===== config.mk =====
export PLATFORM = sky130hd
export DESIGN_NAME = aes_engine_ctrl
export DESIGN_NICKNAME = d
export VERILOG_FILES = /design/src/rtl/aes_package.sv /design/src/rtl/aes_ctrl_counter.sv /design/src/rtl/aes_engine_ctrl.sv
export SDC_FILE = /design/constraint.sdc
export NUM_CORES = 1
export LEC_CHECK = 0
export CAP_MARGIN = 25
export CORE_UTILIZATION = 60
export DETAILED_ROUTE_END_ITERATION = 10
export DONT_BUFFER_PORTS = 1
export PLACE_DENSITY_LB_ADDON = 0.2
export SLEW_MARGIN = 20
export SYNTH_ARGS = -nofsm -noshare
export SYNTH_HDL_FRONTEND = slang
export SYNTH_SLANG_ARGS = --single-unit

===== constraint.sdc =====
create_clock -name clk_i -period 3.2 [get_ports clk_i]
set_input_delay 0.16 -clock clk_i [delete_from_list [all_inputs] [get_ports clk_i]]
set_output_delay 0.16 -clock clk_i [all_outputs]
set_load 0.005 [all_outputs]

===== src/rtl/aes_package.sv =====
// Shared types and constants for the AES engine sequencing controller.
package aes_package;

    localparam int unsigned AES_NB_WORDS = 4;
    localparam int unsigned AES_RC_W     = 2;

    typedef enum logic [2:0] {
        ST_IDLE,
        ST_LOAD,
        ST_PROC,
        ST_STORE,
        ST_DONE
    } aes_ctrl_state_t;

    typedef struct packed {
        logic [AES_RC_W-1:0] request_counter;
        logic                data_out_valid;
        logic                clear;
    } ctrl_engine_t;

    typedef struct packed {
        logic        busy;
        logic        done;
        logic [15:0] blk_cnt;
    } flags_engine_t;

endpackage


===== src/rtl/aes_ctrl_counter.sv =====
// Generic modulo-N counter, up or down, with clear, preload to N-1 and terminal count.
module aes_ctrl_counter #(
    parameter int unsigned N    = 4,
    parameter bit          DOWN = 1'b0,
    localparam int unsigned W   = (N > 1) ? $clog2(N) : 1
) (
    input  logic         clk_i,
    input  logic         rst_ni,
    input  logic         clr_i,
    input  logic         load_i,
    input  logic         en_i,
    output logic [W-1:0] cnt_o,
    output logic         tc_c_o
);

    localparam logic [W-1:0] TOP = W'(N - 1);

    logic [W-1:0] cnt_q, cnt_d;

    // clear beats preload beats count
    always_comb begin
        cnt_d = cnt_q;
        if (clr_i) begin
            cnt_d = '0;
        end else if (load_i) begin
            cnt_d = TOP;
        end else if (en_i) begin
            if (DOWN) begin
                cnt_d = (cnt_q == '0) ? TOP : cnt_q - W'(1);
            end else begin
                cnt_d = (cnt_q == TOP) ? '0 : cnt_q + W'(1);
            end
        end
    end

    always_ff @(posedge clk_i or negedge rst_ni) begin
        if (!rst_ni) begin
            cnt_q <= '0;
        end else begin
            cnt_q <= cnt_d;
        end
    end

    assign cnt_o  = cnt_q;
    assign tc_c_o = DOWN ? (cnt_q == '0) : (cnt_q == TOP);

endmodule


===== src/rtl/aes_engine_ctrl.sv =====
// Job sequencer for the AES engine: per-block load / process / store phases,
// streamer requests, and busy/done reporting back to the control slave.
module aes_engine_ctrl
    import aes_package::*;
#(
    parameter int unsigned NB_WORDS    = AES_NB_WORDS,
    parameter int unsigned PROC_CYCLES = 10,
    parameter int unsigned BLK_W       = 16
) (
    input  logic             clk_i,
    input  logic             rst_ni,
    input  logic             clear_i,
    input  logic             start_i,
    input  logic [BLK_W-1:0] nb_blocks_i,
    input  logic             in_valid_i,
    input  logic             in_ready_i,
    input  logic             out_valid_i,
    input  logic             out_ready_i,
    output ctrl_engine_t     ctrl_o,
    output logic             load_req_o,
    output logic             store_req_o,
    output logic             busy_o,
    output logic             done_o,
    output logic [BLK_W-1:0] blk_cnt_o
);

    localparam int unsigned WORD_W = (NB_WORDS > 1) ? $clog2(NB_WORDS) : 1;
    localparam int unsigned PROC_W = (PROC_CYCLES > 1) ? $clog2(PROC_CYCLES) : 1;

    aes_ctrl_state_t  state_q, state_d;
    logic [BLK_W-1:0] blk_cnt_q, blk_cnt_d;
    logic [BLK_W-1:0] nb_q, nb_d;
    logic             word_en, word_tc, proc_load, proc_tc;
    logic [WORD_W-1:0] word_cnt;
    logic [PROC_W-1:0] unused_proc_cnt;

    logic load_req_q, store_req_q, busy_q, done_q, dvalid_q, clr_q;

    aes_ctrl_counter #(.N(NB_WORDS), .DOWN(1'b0)) u_word_cnt (
        .clk_i  (clk_i),
        .rst_ni (rst_ni),
        .clr_i  (clear_i),
        .load_i (1'b0),
        .en_i   (word_en),
        .cnt_o  (word_cnt),
        .tc_c_o (word_tc)
    );

    aes_ctrl_counter #(.N(PROC_CYCLES), .DOWN(1'b1)) u_proc_tmr (
        .clk_i  (clk_i),
        .rst_ni (rst_ni),
        .clr_i  (clear_i),
        .load_i (proc_load),
        .en_i   (state_q == ST_PROC),
        .cnt_o  (unused_proc_cnt),
        .tc_c_o (proc_tc)
    );

    // next-state logic; clear_i overrides everything, including a same-cycle handshake
    always_comb begin
        state_d   = state_q;
        blk_cnt_d = blk_cnt_q;
        nb_d      = nb_q;
        word_en   = 1'b0;
        proc_load = 1'b0;
        if (clear_i) begin
            state_d   = ST_IDLE;
            blk_cnt_d = '0;
        end else begin
            unique case (state_q)
                ST_IDLE: begin
                    if (start_i) begin
                        blk_cnt_d = '0;
                        nb_d      = nb_blocks_i;
                        state_d   = (nb_blocks_i == '0) ? ST_DONE : ST_LOAD;
                    end
                end
                ST_LOAD: begin
                    word_en = in_valid_i & in_ready_i;
                    if (word_en && word_tc) begin
                        state_d   = ST_PROC;
                        proc_load = 1'b1;
                    end
                end
                ST_PROC: begin
                    if (proc_tc) begin
                        state_d = ST_STORE;
                    end
                end
                ST_STORE: begin
                    word_en = out_valid_i & out_ready_i;
                    if (word_en && word_tc) begin
                        blk_cnt_d = (blk_cnt_q == '1) ? blk_cnt_q : blk_cnt_q + BLK_W'(1);
                        state_d   = (blk_cnt_d == nb_q) ? ST_DONE : ST_LOAD;
                    end
                end
                ST_DONE: state_d = ST_IDLE;
                default: state_d = ST_IDLE;
            endcase
        end
    end

    always_ff @(posedge clk_i or negedge rst_ni) begin
        if (!rst_ni) begin
            state_q   <= ST_IDLE;
            blk_cnt_q <= '0;
            nb_q      <= '0;
        end else begin
            state_q   <= state_d;
            blk_cnt_q <= blk_cnt_d;
            nb_q      <= nb_d;
        end
    end

    // registered status/request outputs; done trails the DONE state by one cycle
    always_ff @(posedge clk_i or negedge rst_ni) begin
        if (!rst_ni) begin
            load_req_q  <= 1'b0;
            store_req_q <= 1'b0;
            busy_q      <= 1'b0;
            done_q      <= 1'b0;
            dvalid_q    <= 1'b0;
            clr_q       <= 1'b0;
        end else begin
            load_req_q  <= (state_d == ST_LOAD) && (state_q != ST_LOAD);
            store_req_q <= (state_d == ST_STORE) && (state_q != ST_STORE);
            busy_q      <= (state_d != ST_IDLE);
            done_q      <= (state_q == ST_DONE) && !clear_i;
            dvalid_q    <= (state_d == ST_STORE);
            clr_q       <= clear_i;
        end
    end

    assign ctrl_o.request_counter = AES_RC_W'(word_cnt);
    assign ctrl_o.data_out_valid  = dvalid_q;
    assign ctrl_o.clear           = clr_q;
    assign load_req_o             = load_req_q;
    assign store_req_o            = store_req_q;
    assign busy_o                 = busy_q;
    assign done_o                 = done_q;
    assign blk_cnt_o              = blk_cnt_q;

endmodule

-- Word level (Yosys, flattened, before mapping)
Index checks and enable logic that the tools add are counted.
- bits in registers: 47
- latch bits: 0
- RAM bits: 0
- bits in read-only memories: 0
- input port bits: 24
- output and inout bits: 24
- word-level logic and storage cells: 70
- memories: 0
- add/subtract/negate cells: 3
- multiply operators: 0
- divide/modulo/power cells: 0
- $lt $le $gt $ge: 0
- equality and inequality tests: 13
- shift-type cells: 0
- muxes and demuxes: 25
- bitwise gates (word level): 3
- reductions and logical operators: 15
- operator list (cell ; count):
    2-to-1 mux 16 bit ; 4
    one-hot mux 16 bit (2 select lines) ; 1
    2-to-1 mux 3 bit ; 7
    adder 16 x 1 -> 16 bit (second input constant) ; 1
    equality test 16 bit ; 1
    equality test 16 bit (second input constant) ; 1
    zero test 16 bit ; 1
    2-to-1 mux 4 bit ; 4
    one-hot mux 3 bit (4 select lines) ; 1
    equality test 3 x 2 -> 1 bit (second input constant) ; 3
    nonzero test 3 bit ; 3
    equality test 3 x 1 -> 1 bit (second input constant) ; 2
    2-to-1 mux 2 bit ; 3
    != test 3 bit (second input constant) ; 2
    AND reduction 3 bit ; 2
    logical AND 1 bit ; 5
    zero test 4 bit ; 1
    2-to-1 mux 1 bit ; 4
    subtractor 4 x 1 -> 4 bit (second input constant) ; 1
    equality test 3 bit (second input constant) ; 1
    zero test 3 bit ; 1
    != test 3 x 1 -> 1 bit (second input constant) ; 1
    != test 3 x 2 -> 1 bit (second input constant) ; 1
    adder 2 x 1 -> 2 bit (second input constant) ; 1
    other kinds (6) ; 7

-- Depth between registers and ports, before layout
- depth after elaboration: 9
- gate-level depth with buffers: 11
- mapped depth without buffers: 10

-- Cells and area by module
From an unflattened synthesis, not the netlist that was laid out.
- cell total of the unflattened synthesis: 315
- area total of the unflattened synthesis: 2954.1 um^2
- modules (own cells, without submodules) (module ; times used ; cells each ; area an instance (um^2) ; seq. area each (um^2)):
    aes_engine_ctrl ; 1 ; 287 ; 2635.0 ; 1026.0
    aes_ctrl_counter at u_proc_tmr ; 1 ; 19 ; 216.5 ; 100.1
    aes_ctrl_counter at u_word_cnt ; 1 ; 9 ; 102.6 ; 50.0

-- Worst setup path after synthesis
No wires, ideal clock.
- path kind: reg2reg
- start: register blk_cnt_q[0], in the netlist blk_cnt_o[0]
- end: register state_q[2]
- library setup time: 72 ps
- arrival: 2468 ps
- data required time: 3128 ps
- slack: 661 ps
- stages on the path, launching flop included: 10
- path buffers: 0
- period minus slack after synthesis: 2539 ps
- cells stage by stage: dfrtp_1 > ha_1 > nand3_1 > nor3_1 > o21ai_0 > a311o_1 > nor4b_2 > nand4_1 > o2bb2a_2 > nor2_1
- longest elaborated chain between the ends: 7
- elaborated cells on any way between the ends: 8
- those cells by class: 1 x add/sub; 2 x eq/ne; 5 x mux
- RTL lines (what ; line ; source):
    start: declaration ; aes_engine_ctrl.sv:31 ; logic [BLK_W-1:0] blk_cnt_q, blk_cnt_d;
    start signal: assignment ; aes_engine_ctrl.sv:110 ; blk_cnt_q <= blk_cnt_d;
    adder 16 x 1 -> 16 bit / equality test 16 bit (equally long branches) ; aes_engine_ctrl.sv:93 ; blk_cnt_d = (blk_cnt_q == '1) ? blk_cnt_q : blk_cnt_q + BLK_W'(1);
    2-to-1 mux 16 bit * ; aes_engine_ctrl.sv:93 ;
    equality test 16 bit * ; aes_engine_ctrl.sv:94 ; state_d = (blk_cnt_d == nb_q) ? ST_DONE : ST_LOAD;
    2-to-1 mux 3 bit * ; aes_engine_ctrl.sv:94 ;
    2-to-1 mux 3 bit * ; aes_engine_ctrl.sv:92 ; if (word_en && word_tc) begin
    one-hot mux 3 bit (4 select lines) * ; aes_engine_ctrl.sv:70 ; unique case (state_q)
    2-to-1 mux 3 bit * ; aes_engine_ctrl.sv:66 ; if (clear_i) begin
    net state_d[2] ; aes_engine_ctrl.sv:30 ; aes_ctrl_state_t state_q, state_d;
    end signal: assignment ; aes_engine_ctrl.sv:109 ; state_q <= state_d;
    end: declaration ; aes_engine_ctrl.sv:30 ;
The timed path passes the listed nets; every way through them passes the cells marked *.
A chain may end at the register's enable or synchronous reset.

-- Worst setup path after layout
- start: register blk_cnt_q[1], in the netlist blk_cnt_o[1]
- end: register state_q[2]
Same word-level chain as after synthesis.

==> results <==
- The die footprint is approximately 0.005 mm^2.
- Each instance of the synthesized netlist takes up on average roughly 9 um^2.
- The proportion of netlist area held by the largest area contributor is approximately 41%.
- The clock latency on the worst-skew pair is about 0.3 ns.
- The switching part of the total is a little over a quarter.
- In the layout the commonest cells are dfrtp_1 (47), nand2_1 (26), nor2_1 (22).
- The largest incremental delay on the critical path is 0.51 ns.
- Across all layers, the routed design uses about 2,500 vias.
- The area added between synthesis and finish is 8.713%.
- The TritonCTS clock tree is built.
- The path class of the tightest hold or removal check is in -> reg.
- The final reports fail on design-rule violations.
- The multi-input combinational cells in the finished layout cover a total of ~0.0016 mm^2.
- The first detailed-routing pass ran for 8 iterations.
- For this block, the initial DRC count from the detailed router was roughly 250.
- The post-CTS setup repair buffer count is 0.
- In this run, the combinational gates consume roughly 15% of the power.
- The reported max-cap violation count is 0.
- The clock-pin slew on the worst setup and hold paths is around 0.090 ns.
- The TritonCTS buffer count is 5.
- The number of sinks driven by the clock tree is 47.
- The startpoint-to-endpoint class of the critical path is reg -> reg.
- The number of antenna violations at the first check in global routing is 0.
- The time the worst path needs with I/O delays and setup is 2.914 ns.
- The commonest non-fill, non-tap cell in the layout is dfrtp_1.
- The routability congestion estimate is 0.9473.
- The gate count after technology mapping is ~320.
- Global routing used 29.11% of the available tracks across all layers.
- The total non-filler cell area in the finished layout is ~0.0031 mm^2.
- The post-synth net total is 346.
- The critical path launch point type is a flip-flop.
- Headroom to the max-slew limit came out at roughly 30%.
- Once detail routing completed, the nets flagged for antenna violations numbered 0.
- The run finished, with violations left.
- The critical path data arrival time is 3.15 ns.
- The final count of negative-setup-slack endpoints is 0.
- The most used flip-flop cell after synthesis is dfrtp_1.
- Yosys mapped a number of flops with a built-in enable equal to 0.
- Registers take 0.001176 mm^2.
- The first global-routing pass estimated between 10 and 15 mm of wire.
- The post-route clock skew is ~0.0054 ns.
- The Yosys warning count is 0.
- Entering global routing, the biggest net connects 48 pins.
- For this design, the CTS-stage hold fixing added 7 buffers.
- For this design the ratio of total power to cell area is 389.8 mW/mm^2.
- Power comes to between 1 and 1.5 mW.
- The cell with the largest stage delay on the worst path is dfrtp_1.
- After the last flow step, the layout net total stands at ~350.
- The die is 71.36 um tall.
- The max-slew violation count is 0.
- The critical path goes through ha_1, nand3_1, nor3_1, o21ai_0, a311o_1, nor4b_2, nand4_1, o2bb2a_2, nor2_1.
- IR analysis of the VDD net gives a maximum drop of roughly 0.34 mV.
- The placed instances occupy a cell area of 0.002905 mm^2.
- By area the synthesized netlist is led by dfrtp_1 (41%), mux2_2 (6.2%), xnor2_1 (4.9%).
- After detailed routing, the number of vias per cell comes to 6.661.
- After synthesis, flip-flops and latches occupy 40.75% of the total area.
- The minimum setup slack among reg-to-reg paths is ~0.29 ns.
- The number of levels the H-tree was split into is 2.
- The internal power component is roughly 0.89 mW.
- The root buffer selected by CTS is clkbuf_8.
- The initial cell density of the core is between 60% and 70%.
- In the final layout, the share of cells above drive strength 1 is 11.35%.
- The detailed placement HPWL is just under 5 mm.
- No sink is reached through more buffers than the 2 on the longest clock path.
- The count of fill cells added during filler insertion is approximately 370.
- The number of antenna diodes in the final layout is 0.
- The number of port buffers is 0.
- The sequential group share of total power is a little under three fifths.
- After global routing the overflow that remains totals 0.
- In this run the worst path has a maximum fanout of 8.
- Pin placement for this block handled 48 I/O pins.
- The total negative setup slack is 0 ns.
- Setup repair after global routing left no endpoint under its margin.
- The reported leakage power is roughly 1.2 nW.
- The synthesized design spends more area on one cell type than any other, namely dfrtp_1.
- The width of the chip is about 70 um.
- The category of the worst setup path capture point is a flip-flop.
- At the pin with the least slew margin, the transition time is roughly 1.1 ns.
- The wire length after detailed routing is 6.999 mm.
- The data required time at the worst endpoint is around 3.4 ns.
- For this run, design rule violations remaining after detail routing come to 1.
- The via count of the first global-routing pass was ~2,400.
- The quantity of gates resized following cts is 0.
- In the final routed layout, each cell accounts on average for between 15 and 20 um.
- The floorplan has 24 rows.
- The clock share of power is approximately 30%.
- For this run, asynchronously set or reset flops after synthesis account for between 90% and 100%.
- Synthesis instantiated 55 different standard cells from the library.
- The final hold violation count is 0.
- Summing every instance area after synthesis gives between 0.002 and 0.003 mm^2.
- The area of the core is roughly 0.0045 mm^2.
- The reported net switching power is around 0.33 mW.
- Derived from the worst setup path, the maximum achievable clock frequency is roughly 340 MHz.
- Counting flops and latches in the post-synthesis netlist gives between 40 and 50.
- Of the available clock period, the critical path in the final layout requires about nine tenths.
==> cell type report <==
class                   instances  share of cell area, %
inverters                       9                  1.077
clock buffers                   6                  2.313
well taps                      52                  2.073
multi-input cells             244                  50.76
clock inverters                 2                 0.3987
repair buffers                 18                  5.901
flip-flops and latches         47                  37.48
==> metal layers <==
layer / routed length, um / GRT usage, % / vias to the layer above / part of all wire, %
met5: 0 / 0 / - / 0
met4: 146 / 10.00 / 0 / 2.1
met3: 536 / 6.329 / 15 / 7.7
met2: 3166 / 44.66 / 112 / 45
met1: 3149 / 41.07 / 1200 / 45
li1: - / - / 1191 / -
==> path summary, 6_finish.rpt <==
| check | start | to | cells past startpoint |
|---|---|---|---|
| worst max-delay path | blk_cnt_o[1] | state_q[2] | 9 |
| worst min-delay path | nb_blocks_i[0] | nb_q[0] | 1 |
| worst max register to register | blk_cnt_o[1] | state_q[2] | 9 |
| worst min register to register | nb_q[10] | nb_q[10] | 1 |
| max in group asynchronous | rst_ni | blk_cnt_o[9] | 2 |
| min in group asynchronous | rst_ni | blk_cnt_o[11] | 2 |
==> stage by stage <==
step | util, % | instances | hold WS (ns) | setup WS, ns
2_1_floorplan | - | 318 | -0.1356 | 0.6608
3_3_place_gp | 64.93 | 357 | -0.1344 | 0.4782
3_5_place_dp | 64.93 | 357 | -0.1343 | 0.3611
4_1_cts | 68.79 | 372 | 0.000003941 | 0.3320
5_1_grt | 70.13 | 378 | 0.0002252 | 0.05537
6_report | 70.13 | 378 | 0.004420 | 0.2855
==> synthesized netlist by cell type (all sizes together), types with 2 or more instances <==
| cell type | count |
|---|---|
| dfrtp | 47 |
| o21ai | 29 |
| nand2 | 26 |
| nor2 | 22 |
| a21oi | 20 |
| nand3 | 18 |
| mux2 | 16 |
| xnor2 | 16 |
| nor3 | 11 |
| buf | 9 |
| clkbuf | 9 |
| inv | 9 |
| nand4 | 9 |
| or3 | 8 |
| nor4 | 6 |
| xor2 | 6 |
| a31oi | 5 |
| nor4b | 5 |
| and3 | 4 |
| ha | 4 |
| or2 | 4 |
| a41oi | 3 |
| and4 | 3 |
| a211oi | 2 |
| a22o | 2 |
| mux2i | 2 |
| nor3b | 2 |
| o41ai | 2 |
==> cell families (layout without fill, tap and decap cells) <==
kind of cell    after synthesis  count (layout)  synth area share [%]
simple gates                123             123                 22.97
compound gates               77              77                 16.86
flops                        47              47                 40.75
buf+inv                      27              35                 4.074
xor+xnor                     22              22                 6.675
mux                          18              18                 6.935
fa+ha+maj                     4               4                 1.734
==> registers in the layout (all words and copies together), names as in the netlist <==
| register | cells |
|---|---|
| clr_q | 1 |
| load_req_o | 1 |
| busy_o | 1 |
| u_proc_tmr.cnt_o | 4 |
| nb_q | 16 |
| u_word_cnt.cnt_o | 2 |
| dvalid_q | 1 |
| state_q | 3 |
| done_o | 1 |
| store_req_o | 1 |
| blk_cnt_o | 16 |
==> critical path: cells and delay by family, from the launching register on <==
kind,cells,cell delay [ns]
simple gates,5,1.22
compound gates,3,0.81
flops,1,0.51
fa+ha+maj,1,0.29
==> power groups by stage <==
stage,clock network [mW],registers [mW],logic [mW]
after global placement,0,0.694,0.145
after CTS,0.363,0.684,0.174
after floorplan,0,0.677,0.134
after global routing,0.384,0.692,0.198
after detailed placement,0,0.696,0.150
final,0.357,0.686,0.180
No activity file was read; power rests on OpenSTA's default activity.
